**config.mk**
```make
export PLATFORM = sky130hd
export DESIGN_NAME = serializador_flat
export DESIGN_NICKNAME = d
export VERILOG_FILES = /design/src/rtl/serializador_if.sv /design/src/rtl/serializador.sv /design/src/flat_wrapper.sv
export SDC_FILE = /design/constraint.sdc
export NUM_CORES = 1
export LEC_CHECK = 0
export BUFFER_PORTS_ARGS = -buffer_cell sky130_fd_sc_hd__clkbuf_2
export CORE_AREA = 2 2 39 41
export DETAILED_ROUTE_END_ITERATION = 8
export DIE_AREA = 0 0 41 43
export MAX_ROUTING_LAYER = met4
export PLACE_DENSITY = 0.68
export SLEW_MARGIN = 20
export SYNTH_ARGS = -nofsm -noshare
export SYNTH_HDL_FRONTEND = slang
export SYNTH_SLANG_ARGS = --single-unit
```
**constraint.sdc**
```tcl
create_clock -name clk -period 1.4 [get_ports clk]
set_input_delay 0.42 -clock clk [delete_from_list [all_inputs] [get_ports clk]]
set_output_delay 0.42 -clock clk [all_outputs]
set_load 0.005 [all_outputs]
```
**src/rtl/serializador_if.sv**
```systemverilog
// Word handshake and serial output bundle between a word producer and the
// serializador transmit block.
interface serializador_if #(
    parameter int N = 4
);
    logic [N-1:0] in_par;
    logic         load;
    logic         ready;
    logic         bit_en;
    logic         out_serie;
    logic         out_valid;
    logic         done;
    logic         busy;

    modport master (
        output in_par, load, bit_en,
        input  ready, out_serie, out_valid, done, busy
    );

    modport slave (
        input  in_par, load, bit_en,
        output ready, out_serie, out_valid, done, busy
    );
endinterface

```
**src/rtl/serializador.sv**
```systemverilog
// Parallel-to-serial transmitter: one-word holding buffer feeding a shift
// register that emits one bit per bit_en strobe, words back-to-back.
module serializador #(
    parameter int N         = 4,
    parameter int logN      = 2,
    parameter int LSB_FIRST = 0
) (
    input  logic           clk,
    input  logic           rst_n,
    serializador_if.slave  bus
);
    typedef enum logic {IDLE, SHIFT} state_t;

    localparam logic [logN-1:0] LAST = logN'(N - 1);

    state_t          state, state_next;
    logic [N-1:0]    hold_reg;
    logic            hold_full, hold_full_next;
    logic [N-1:0]    shift_reg, shift_next;
    logic [logN-1:0] cnt, cnt_next;
    logic            done_q, done_next;
    logic            accept;

    function automatic logic [N-1:0] step(input logic [N-1:0] v);
        return (LSB_FIRST != 0) ? (v >> 1) : (v << 1);
    endfunction

    assign accept        = bus.load & ~hold_full;
    assign bus.ready     = ~hold_full;
    assign bus.out_valid = (state == SHIFT);
    assign bus.busy      = (state == SHIFT) | hold_full;
    assign bus.done      = done_q;
    // shift_reg is cleared on leaving SHIFT, the gate keeps idle at 0 regardless
    assign bus.out_serie = (state == SHIFT) &
                           ((LSB_FIRST != 0) ? shift_reg[0] : shift_reg[N-1]);

    always_ff @(posedge clk or negedge rst_n) begin
        if (!rst_n) begin
            state     <= IDLE;
            hold_full <= 1'b0;
            shift_reg <= '0;
            cnt       <= '0;
            done_q    <= 1'b0;
        end else begin
            state     <= state_next;
            hold_full <= hold_full_next;
            shift_reg <= shift_next;
            cnt       <= cnt_next;
            done_q    <= done_next;
        end
    end

    // Buffered word is data only; validity lives in hold_full.
    always_ff @(posedge clk) begin
        if (accept) begin
            hold_reg <= bus.in_par;
        end
    end

    always_comb begin
        state_next     = state;
        hold_full_next = hold_full;
        shift_next     = shift_reg;
        cnt_next       = cnt;
        done_next      = 1'b0;

        unique case (state)
            IDLE: begin
                if (hold_full) begin
                    shift_next     = hold_reg;
                    cnt_next       = '0;
                    hold_full_next = 1'b0;
                    state_next     = SHIFT;
                end
            end
            SHIFT: begin
                if (bus.bit_en) begin
                    if (cnt != LAST) begin
                        shift_next = step(shift_reg);
                        cnt_next   = cnt + logN'(1);
                    end else begin
                        done_next = 1'b1;
                        if (hold_full) begin
                            shift_next     = hold_reg;
                            cnt_next       = '0;
                            hold_full_next = 1'b0;
                        end else begin
                            shift_next = '0;
                            cnt_next   = '0;
                            state_next = IDLE;
                        end
                    end
                end
            end
            default: state_next = IDLE;
        endcase

        // Accept only happens with the buffer empty, so it never races a drain.
        if (accept) begin
            hold_full_next = 1'b1;
        end
    end
endmodule

```
**src/flat_wrapper.sv**
```systemverilog
// flat-port wrapper written by rule: the top's interface ports become plain ports
module serializador_flat 
#(
    parameter int N         = 4,
    parameter int logN      = 2,
    parameter int LSB_FIRST = 0
)
  (clk, rst_n, bus_in_par, bus_load, bus_bit_en, bus_ready, bus_out_serie, bus_out_valid, bus_done, bus_busy);
  serializador_if #(.N(N)) bus_i ();
  input  logic clk;
  input  logic rst_n;
  input wire logic [$bits(bus_i.in_par)-1:0] bus_in_par;
  input wire logic [$bits(bus_i.load)-1:0] bus_load;
  input wire logic [$bits(bus_i.bit_en)-1:0] bus_bit_en;
  output wire logic [$bits(bus_i.ready)-1:0] bus_ready;
  output wire logic [$bits(bus_i.out_serie)-1:0] bus_out_serie;
  output wire logic [$bits(bus_i.out_valid)-1:0] bus_out_valid;
  output wire logic [$bits(bus_i.done)-1:0] bus_done;
  output wire logic [$bits(bus_i.busy)-1:0] bus_busy;
  assign bus_i.in_par = bus_in_par;
  assign bus_i.load = bus_load;
  assign bus_i.bit_en = bus_bit_en;
  assign bus_ready = bus_i.ready;
  assign bus_out_serie = bus_i.out_serie;
  assign bus_out_valid = bus_i.out_valid;
  assign bus_done = bus_i.done;
  assign bus_busy = bus_i.busy;
  serializador #(.N(N), .logN(logN), .LSB_FIRST(LSB_FIRST)) u_core (.clk(clk), .rst_n(rst_n), .bus(bus_i));
endmodule
```
==> flow_metrics.env, run 1 <==
export IMPL_highest_count_cells_in_the_layout_ignoring_fill_and_taps="12 x clkbuf_2, 9 x buf_4, 7 x dfrtp_1"
export IMPL_crit_type="reg2out"
export IMPL_antenna_cells_inserted=0
export IMPL_via_count_of_the_first_global_routing_pass=427
export IMPL_synth_net_count=58
export IMPL_antenna_found_initial=0
export IMPL_timing_critical_path_fanout_max=5
export IMPL_placeableCoreArea_um2=1380
export IMPL_dr_total_vias=444
export IMPL_rsz0062_at_grt="yes"
export IMPL_combPwrFrac=0.422
export IMPL_viasPerCell=4.99
export IMPL_route_antenna_remaining_nets=0
export IMPL_worst_r2r_endpoint="u_core.shift_reg[2]"
export IMPL_period_minus_slack_ns=1.41
export IMPL_post_route_worst_setup_slack_ns=-0.0148
export IMPL_min_delay_worst_endpoint="u_core.hold_reg[0]"
export IMPL_clk_path_buf_depth=2
export IMPL_grt_pass1_wl_mm=1.72
export IMPL_ys_warn_count=0
export IMPL_vdd_ir_drop_max_mv=0.919
export IMPL_final_setup_violation_count=3
export IMPL_synthesis_area_per_instance_um2=12.4
export IMPL_seq_power_share=0.423
export IMPL_min_path_cells=1
export IMPL_sequential_fraction_of_the_synthesis_area=0.580
export IMPL_worst_hold_path_type="in2reg"
export IMPL_max_cap_violations=0
export IMPL_post_route_period_util=1.01
export IMPL_timing_reg2reg_setup_slack_ns=0.08
export IMPL_cts_buffers_inserted=3
export IMPL_r2r_start="u_core.bus.out_valid"
export IMPL_clk_root_buffer_cell="clkbuf_4"
export IMPL_route_final_wire_length_mm=1.14
export IMPL_postLayoutCellArea_um2=781
export IMPL_boundaryPins=13
export IMPL_post_synth_instance_area_um2=596
export IMPL_clk_pin_slew_worst_paths_ns=0.08
export IMPL_clock_fmax_ghz=0.707
export IMPL_synthesis_instances=48
export IMPL_outcome="complete, but fails checks"
export IMPL_p_int_mw=1.03
export IMPL_layout_cells_sized_above_1=0.438
export IMPL_die_width_um=41
export IMPL_worstPathRequired_ns=0.98
export IMPL_tightest_slew_ns=0.239
export IMPL_clkSinkCount=13
export IMPL_nets=84
export IMPL_placement_cell_area_um2=661
export IMPL_routedWlPerCell_um=12.8
export IMPL_slew_limit_headroom=0.841
export IMPL_layout_core_utilization=0.564
export IMPL_cts_htree_levels=1
export IMPL_worstRegToRegCells=5
export IMPL_seqCellArea_um2=348
export IMPL_cp_data_arrival_time_ns=0.99
export IMPL_switching_share=0.328
export IMPL_initial_util=0.430
export IMPL_switchingPower_mw=0.502
export IMPL_synth_ff_latch_count=13
export IMPL_violations_in_the_final_reports="negative setup slack"
export IMPL_hold_fails_final_rpt=0
export IMPL_layout_area_overhead_vs_synth_pct=31.1
export IMPL_cts_tree="built"
export IMPL_powerDensity_nw_per_um2=1960
export IMPL_place_congestion=0.718
export IMPL_startpoint_type="flop"
export IMPL_placement_rows=14
export IMPL_crit_path_end_kind="output port"
export IMPL_skew_ns=0.000619
export IMPL_hpwlAfterDp_um=730
export IMPL_die_height_um=43
export IMPL_post_route_drc_count=0
export IMPL_netlist_cell_type_count=21
export IMPL_worstSkewPairLatency_ns=0.28
export IMPL_grt_start_max_net_pins=10
export IMPL_drt_iter0_drc=4
export IMPL_placement_io_buffers=12
export IMPL_multi_input_comb_area_um2=230
export IMPL_number_of_search_and_repair_iterations_in_the_first_detailed_routing_pass=4
export IMPL_clock_power_share=0.155
export IMPL_p_leak_nw=0.378
export IMPL_fillerInstances=128
export IMPL_layout_commonest_cell="clkbuf_2"
export IMPL_min_from="bus_in_par[0]"
export IMPL_floorplan_die_area_um2=1760
export IMPL_grt_overflow_total=0
export IMPL_timing_max_transition_violations_final=0
export IMPL_groute_usage_overall=0.164
[final cells by class]
type	instances	share of cell area
Clock buffer	4	0.0337
Inverter	2	0.00962
Sequential cell	13	0.446
Multi-Input combinational cell	31	0.295
Timing Repair Buffer	23	0.191
Tap cell	16	0.0256
[synth_stat cells]
cell type | count | area share
mux2_1 | 2 | 0.038
a21oi_1 | 3 | 0.025
ha_1 | 2 | 0.042
a22o_1 | 2 | 0.029
and2_1 | 1 | 0.011
nand4_1 | 1 | 0.011
edfxtp_1 | 4 | 0.20
buf_6 | 2 | 0.038
inv_1 | 2 | 0.013
o221ai_1 | 1 | 0.015
dfrtp_1 | 9 | 0.38
nand2_1 | 4 | 0.025
and3_1 | 1 | 0.011
mux2i_1 | 1 | 0.017
a22oi_1 | 3 | 0.038
a21bo_1 | 1 | 0.017
a31o_2 | 1 | 0.015
nor2_1 | 5 | 0.032
and2b_1 | 1 | 0.013
and2b_2 | 1 | 0.015
mux2_2 | 1 | 0.019
[layer usage]
metal | vias up | routed length [µm] | GRT usage | part of all wire
met5 | - | 0 | - | 0
met4 | 0 | 38 | 0.120 | 0.033
met3 | 4 | 66 | 0.0628 | 0.058
met2 | 13 | 561 | 0.247 | 0.49
met1 | 205 | 476 | 0.160 | 0.42
li1 | 222 | - | - | -
[kinds of logic after synthesis]
| family | after synthesis | share of synthesized area |
|---|---|---|
| AND/OR/NAND/NOR | 14 | 0.116 |
| flip-flops | 13 | 0.580 |
| AO/OA/AOI/OAI | 11 | 0.139 |
| buffers and inverters | 4 | 0.0504 |
| multiplexers | 4 | 0.0735 |
| adder cells (fa/ha/maj) | 2 | 0.0420 |
[power groups by stage]
stage                     logic, mW  clock network, mW  registers, mW
after floorplan               0.416                  0          0.605
after global placement        0.456                  0          0.650
after detailed placement      0.475                  0          0.657
after CTS                     0.596              0.240          0.645
after global routing          0.710              0.261          0.665
final                         0.646              0.237          0.647
[how the worst max path moves through the flow]
stage | from | end | slack, ns | depth (start not counted)
floorplan | u_core.cnt[0] | u_core.cnt[1] | 0.15 | 3
global placement | u_core.bus.out_valid | bus_busy | 0.14 | 3
detailed placement | u_core.cnt[0] | u_core.cnt[1] | 0.11 | 3
CTS | u_core.hold_full | bus_busy | -0.02 | 3
global route | u_core.bus.out_valid | bus_out_serie | -0.07 | 2
finish | u_core.bus.out_valid | bus_out_serie | -0.01 | 2
[worst max-delay path: stages, from the launching register on]
cell and delay, ns:
dfrtp_2 0.46, and2_4 0.15, clkbuf_2 0.10
[what timing repair did]
action / in CTS / in global routing
endpoints found under the setup margin: 4 / 3
gates cloned: 0 / 0
pin swaps: 1 / 0
endpoints found under the hold margin: 9 / 0
hold buffers: 1 / 0
buffers inserted: 7 / 2
resized for setup: 4 / 2
[through the flow]
stage / TNS, ns / cells / hold WS [ns] / setup WS [ns] / total power [mW]
3_5_place_dp: 0 / 75 / 0.292 / 0.111 / 1.13
4_1_cts: -0.0320 / 87 / 0.309 / -0.0188 / 1.48
3_3_place_gp: 0 / 75 / 0.289 / 0.138 / 1.11
2_1_floorplan: 0 / 48 / 0.124 / 0.155 / 1.02
6_report: -0.0248 / 89 / 0.312 / -0.0148 / 1.53
5_1_grt: -0.172 / 89 / 0.296 / -0.0654 / 1.64
Note: power is estimated with default switching activity, not from simulation.
==> inputs of run 2 (changes only) <==
--- a/config.mk
+++ b/config.mk
@@ -6,11 +6,13 @@
 export NUM_CORES = 1
 export LEC_CHECK = 0
 export BUFFER_PORTS_ARGS = -buffer_cell sky130_fd_sc_hd__clkbuf_2
-export CORE_AREA = 2 2 39 41
+export CELL_PAD_IN_SITES_DETAIL_PLACEMENT = 2
+export CELL_PAD_IN_SITES_GLOBAL_PLACEMENT = 2
+export CORE_MARGIN = 2
+export CORE_UTILIZATION = 33
 export DETAILED_ROUTE_END_ITERATION = 8
-export DIE_AREA = 0 0 41 43
 export MAX_ROUTING_LAYER = met4
-export PLACE_DENSITY = 0.68
+export PLACE_DENSITY_LB_ADDON = 0.1
 export SLEW_MARGIN = 20
 export SYNTH_ARGS = -nofsm -noshare
 export SYNTH_HDL_FRONTEND = slang
==> constraint.sdc (replaced) <==
create_clock -name clk -period 1.4 [get_ports clk]
set_input_delay 0.07 -clock clk [delete_from_list [all_inputs] [get_ports clk]]
set_output_delay 0.07 -clock clk [all_outputs]
set_load 0.005 [all_outputs]
==> flow_metrics.env, run 2 (synthesis results as in run 1) <==
export IMPL_outcome="complete, no violations"
export IMPL_clk_path_buf_depth=2
export IMPL_tightest_slew_ns=0.288
export IMPL_critical_path_cell_chain="ha_1 > a21bo_1 > a22oi_1 > a21oi_1"
export IMPL_worst_hold_path_type="in2reg"
export IMPL_post_route_period_util=0.945
export IMPL_seq_power_share=0.461
export IMPL_placement_setup_worst_slack_ns=0.0966
export IMPL_boundaryPins=13
export IMPL_timing_reg2reg_setup_slack_ns=0.08
export IMPL_groute_usage_overall=0.168
export IMPL_antenna_found_initial=0
export IMPL_die_height_um=46.5
export IMPL_combPwrFrac=0.374
export IMPL_nets=80
export IMPL_grt_start_max_net_pins=10
export IMPL_timing_max_transition_violations_final=0
export IMPL_dr_total_vias=458
export IMPL_layout_cells_sized_above_1=0.319
export IMPL_r2r_start="u_core.cnt[0]"
export IMPL_skew_ns=0.00439
export IMPL_clkSinkCount=13
export IMPL_min_from="bus_bit_en"
export IMPL_die_width_um=46.5
export IMPL_switchingPower_mw=0.500
export IMPL_antenna_cells_inserted=0
export IMPL_worstSkewPairLatency_ns=0.28
export IMPL_post_layout_total_power_mw=1.43
export IMPL_place_congestion=0.713
export IMPL_period_minus_slack_ns=1.32
export IMPL_grt_pass1_wl_mm=2.33
export IMPL_p_leak_nw=0.355
export IMPL_cts_buffers_inserted=3
export IMPL_floorplan_die_area_um2=2160
export IMPL_timing_critical_path_fanout_max=5
export IMPL_powerDensity_nw_per_um2=1880
export IMPL_routedWlPerCell_um=14.8
export IMPL_final_setup_violation_count=0
export IMPL_placement_io_buffers=12
export IMPL_max_stage_delay_ns=0.43
export IMPL_clock_fmax_ghz=0.756
export IMPL_route_antenna_remaining_nets=0
export IMPL_fin_setup_tns_ns=0
export IMPL_layout_area_overhead_vs_synth_pct=27.5
export IMPL_hpwlAfterDp_um=943
export IMPL_startpoint_of_the_worst_setup_timing_path="u_core.cnt[0]"
export IMPL_placeableCoreArea_um2=1710
export IMPL_worstPathRequired_ns=1.56
export IMPL_critical_path_slowest_cell="dfrtp_1"
export IMPL_cp_data_arrival_time_ns=1.48
export IMPL_route_final_wire_length_mm=1.39
export IMPL_clock_power_share=0.165
export IMPL_drt_iter0_drc=3
export IMPL_clk_pin_slew_worst_paths_ns=0.08
export IMPL_startpoint_type="flop"
export IMPL_crit_type="reg2reg"
export IMPL_cts_tree="built"
export IMPL_post_route_worst_setup_slack_ns=0.0776
export IMPL_layout_commonest_cell="clkbuf_2"
export IMPL_highest_count_cells_in_the_layout_ignoring_fill_and_taps="12 x clkbuf_2, 8 x dfrtp_1, 5 x dlygate4sd3_1"
export IMPL_fillerInstances=187
export IMPL_post_route_drc_count=0
export IMPL_vdd_ir_drop_max_mv=0.917
export IMPL_viasPerCell=4.87
export IMPL_crit_path_end_kind="flop"
export IMPL_placement_rows=15
export IMPL_number_of_search_and_repair_iterations_in_the_first_detailed_routing_pass=2
export IMPL_hold_fails_final_rpt=0
export IMPL_cts_htree_levels=1
export IMPL_initial_util=0.349
export IMPL_clk_root_buffer_cell="clkbuf_4"
export IMPL_grt_overflow_total=0
export IMPL_max_cap_violations=0
export IMPL_p_int_mw=0.930
export IMPL_rsz0062_at_grt="no"
export IMPL_via_count_of_the_first_global_routing_pass=482
export IMPL_switching_share=0.350
export IMPL_slew_limit_headroom=0.808
==> run 2: worst paths after layout <==
path	depth (start not counted)	endpoint
min	2	u_core.bus.done
max in group asynchronous	2	u_core.bus.out_valid
max reg2reg	4	u_core.shift_reg[3]
max	4	u_core.shift_reg[3]
min reg2reg	2	u_core.shift_reg[1]
min in group asynchronous	2	u_core.bus.done
==> run 2: per-layer routing <==
layer  track usage  vias to the layer above  routed length (µm)
li1              -                      218                   -
met1         0.201                      228                 621
met2         0.272                       10                 713
met4        0.0514                        0                  12
met3        0.0471                        2                  45
met5             -                        -                   0
==> run 2: per-stage QoR <==
step / hold slack, ns / area, µm² / instances / utilization
2_1_floorplan: -0.226 / 596 / 48 / -
3_3_place_gp: -0.0518 / 679 / 85 / 0.398
3_5_place_dp: -0.0478 / 679 / 85 / 0.398
4_1_cts: 0.155 / 756 / 94 / 0.442
5_1_grt: 0.174 / 759 / 94 / 0.445
6_report: 0.162 / 759 / 94 / 0.445
==> run 2: power by group through the flow <==
stage / clock, mW / sequential [mW] / combinational [mW]
2_1_floorplan: 0 / 0.605 / 0.416
3_3_place_gp: 0 / 0.659 / 0.503
3_5_place_dp: 0 / 0.666 / 0.516
4_1_cts: 0.249 / 0.659 / 0.539
5_1_grt: 0.271 / 0.683 / 0.600
6_report: 0.237 / 0.659 / 0.534
==> run 2: final cells by class <==
class,instances,area (µm²),area share
clock buffers,4,26.3,0.0346
inverters,2,7.51,0.00988
repair buffers,19,125,0.165
well taps,25,31.3,0.0412
flip-flops and latches,13,347,0.456
multi-input cells,31,223,0.293
==> run 2: worst max-delay path: cells and delay by family, from the launching register on <==
family	cells	cell delay (ns)
compound gates	3	0.53
flops	1	0.43
fa+ha+maj	1	0.24
==> run 2: timing repair <==
action,CTS,global route
endpoints found under the hold margin,13,0
setup buffers,0,0
hold buffers,5,0
gates resized for setup,0,2
endpoints found under the setup margin,0,1
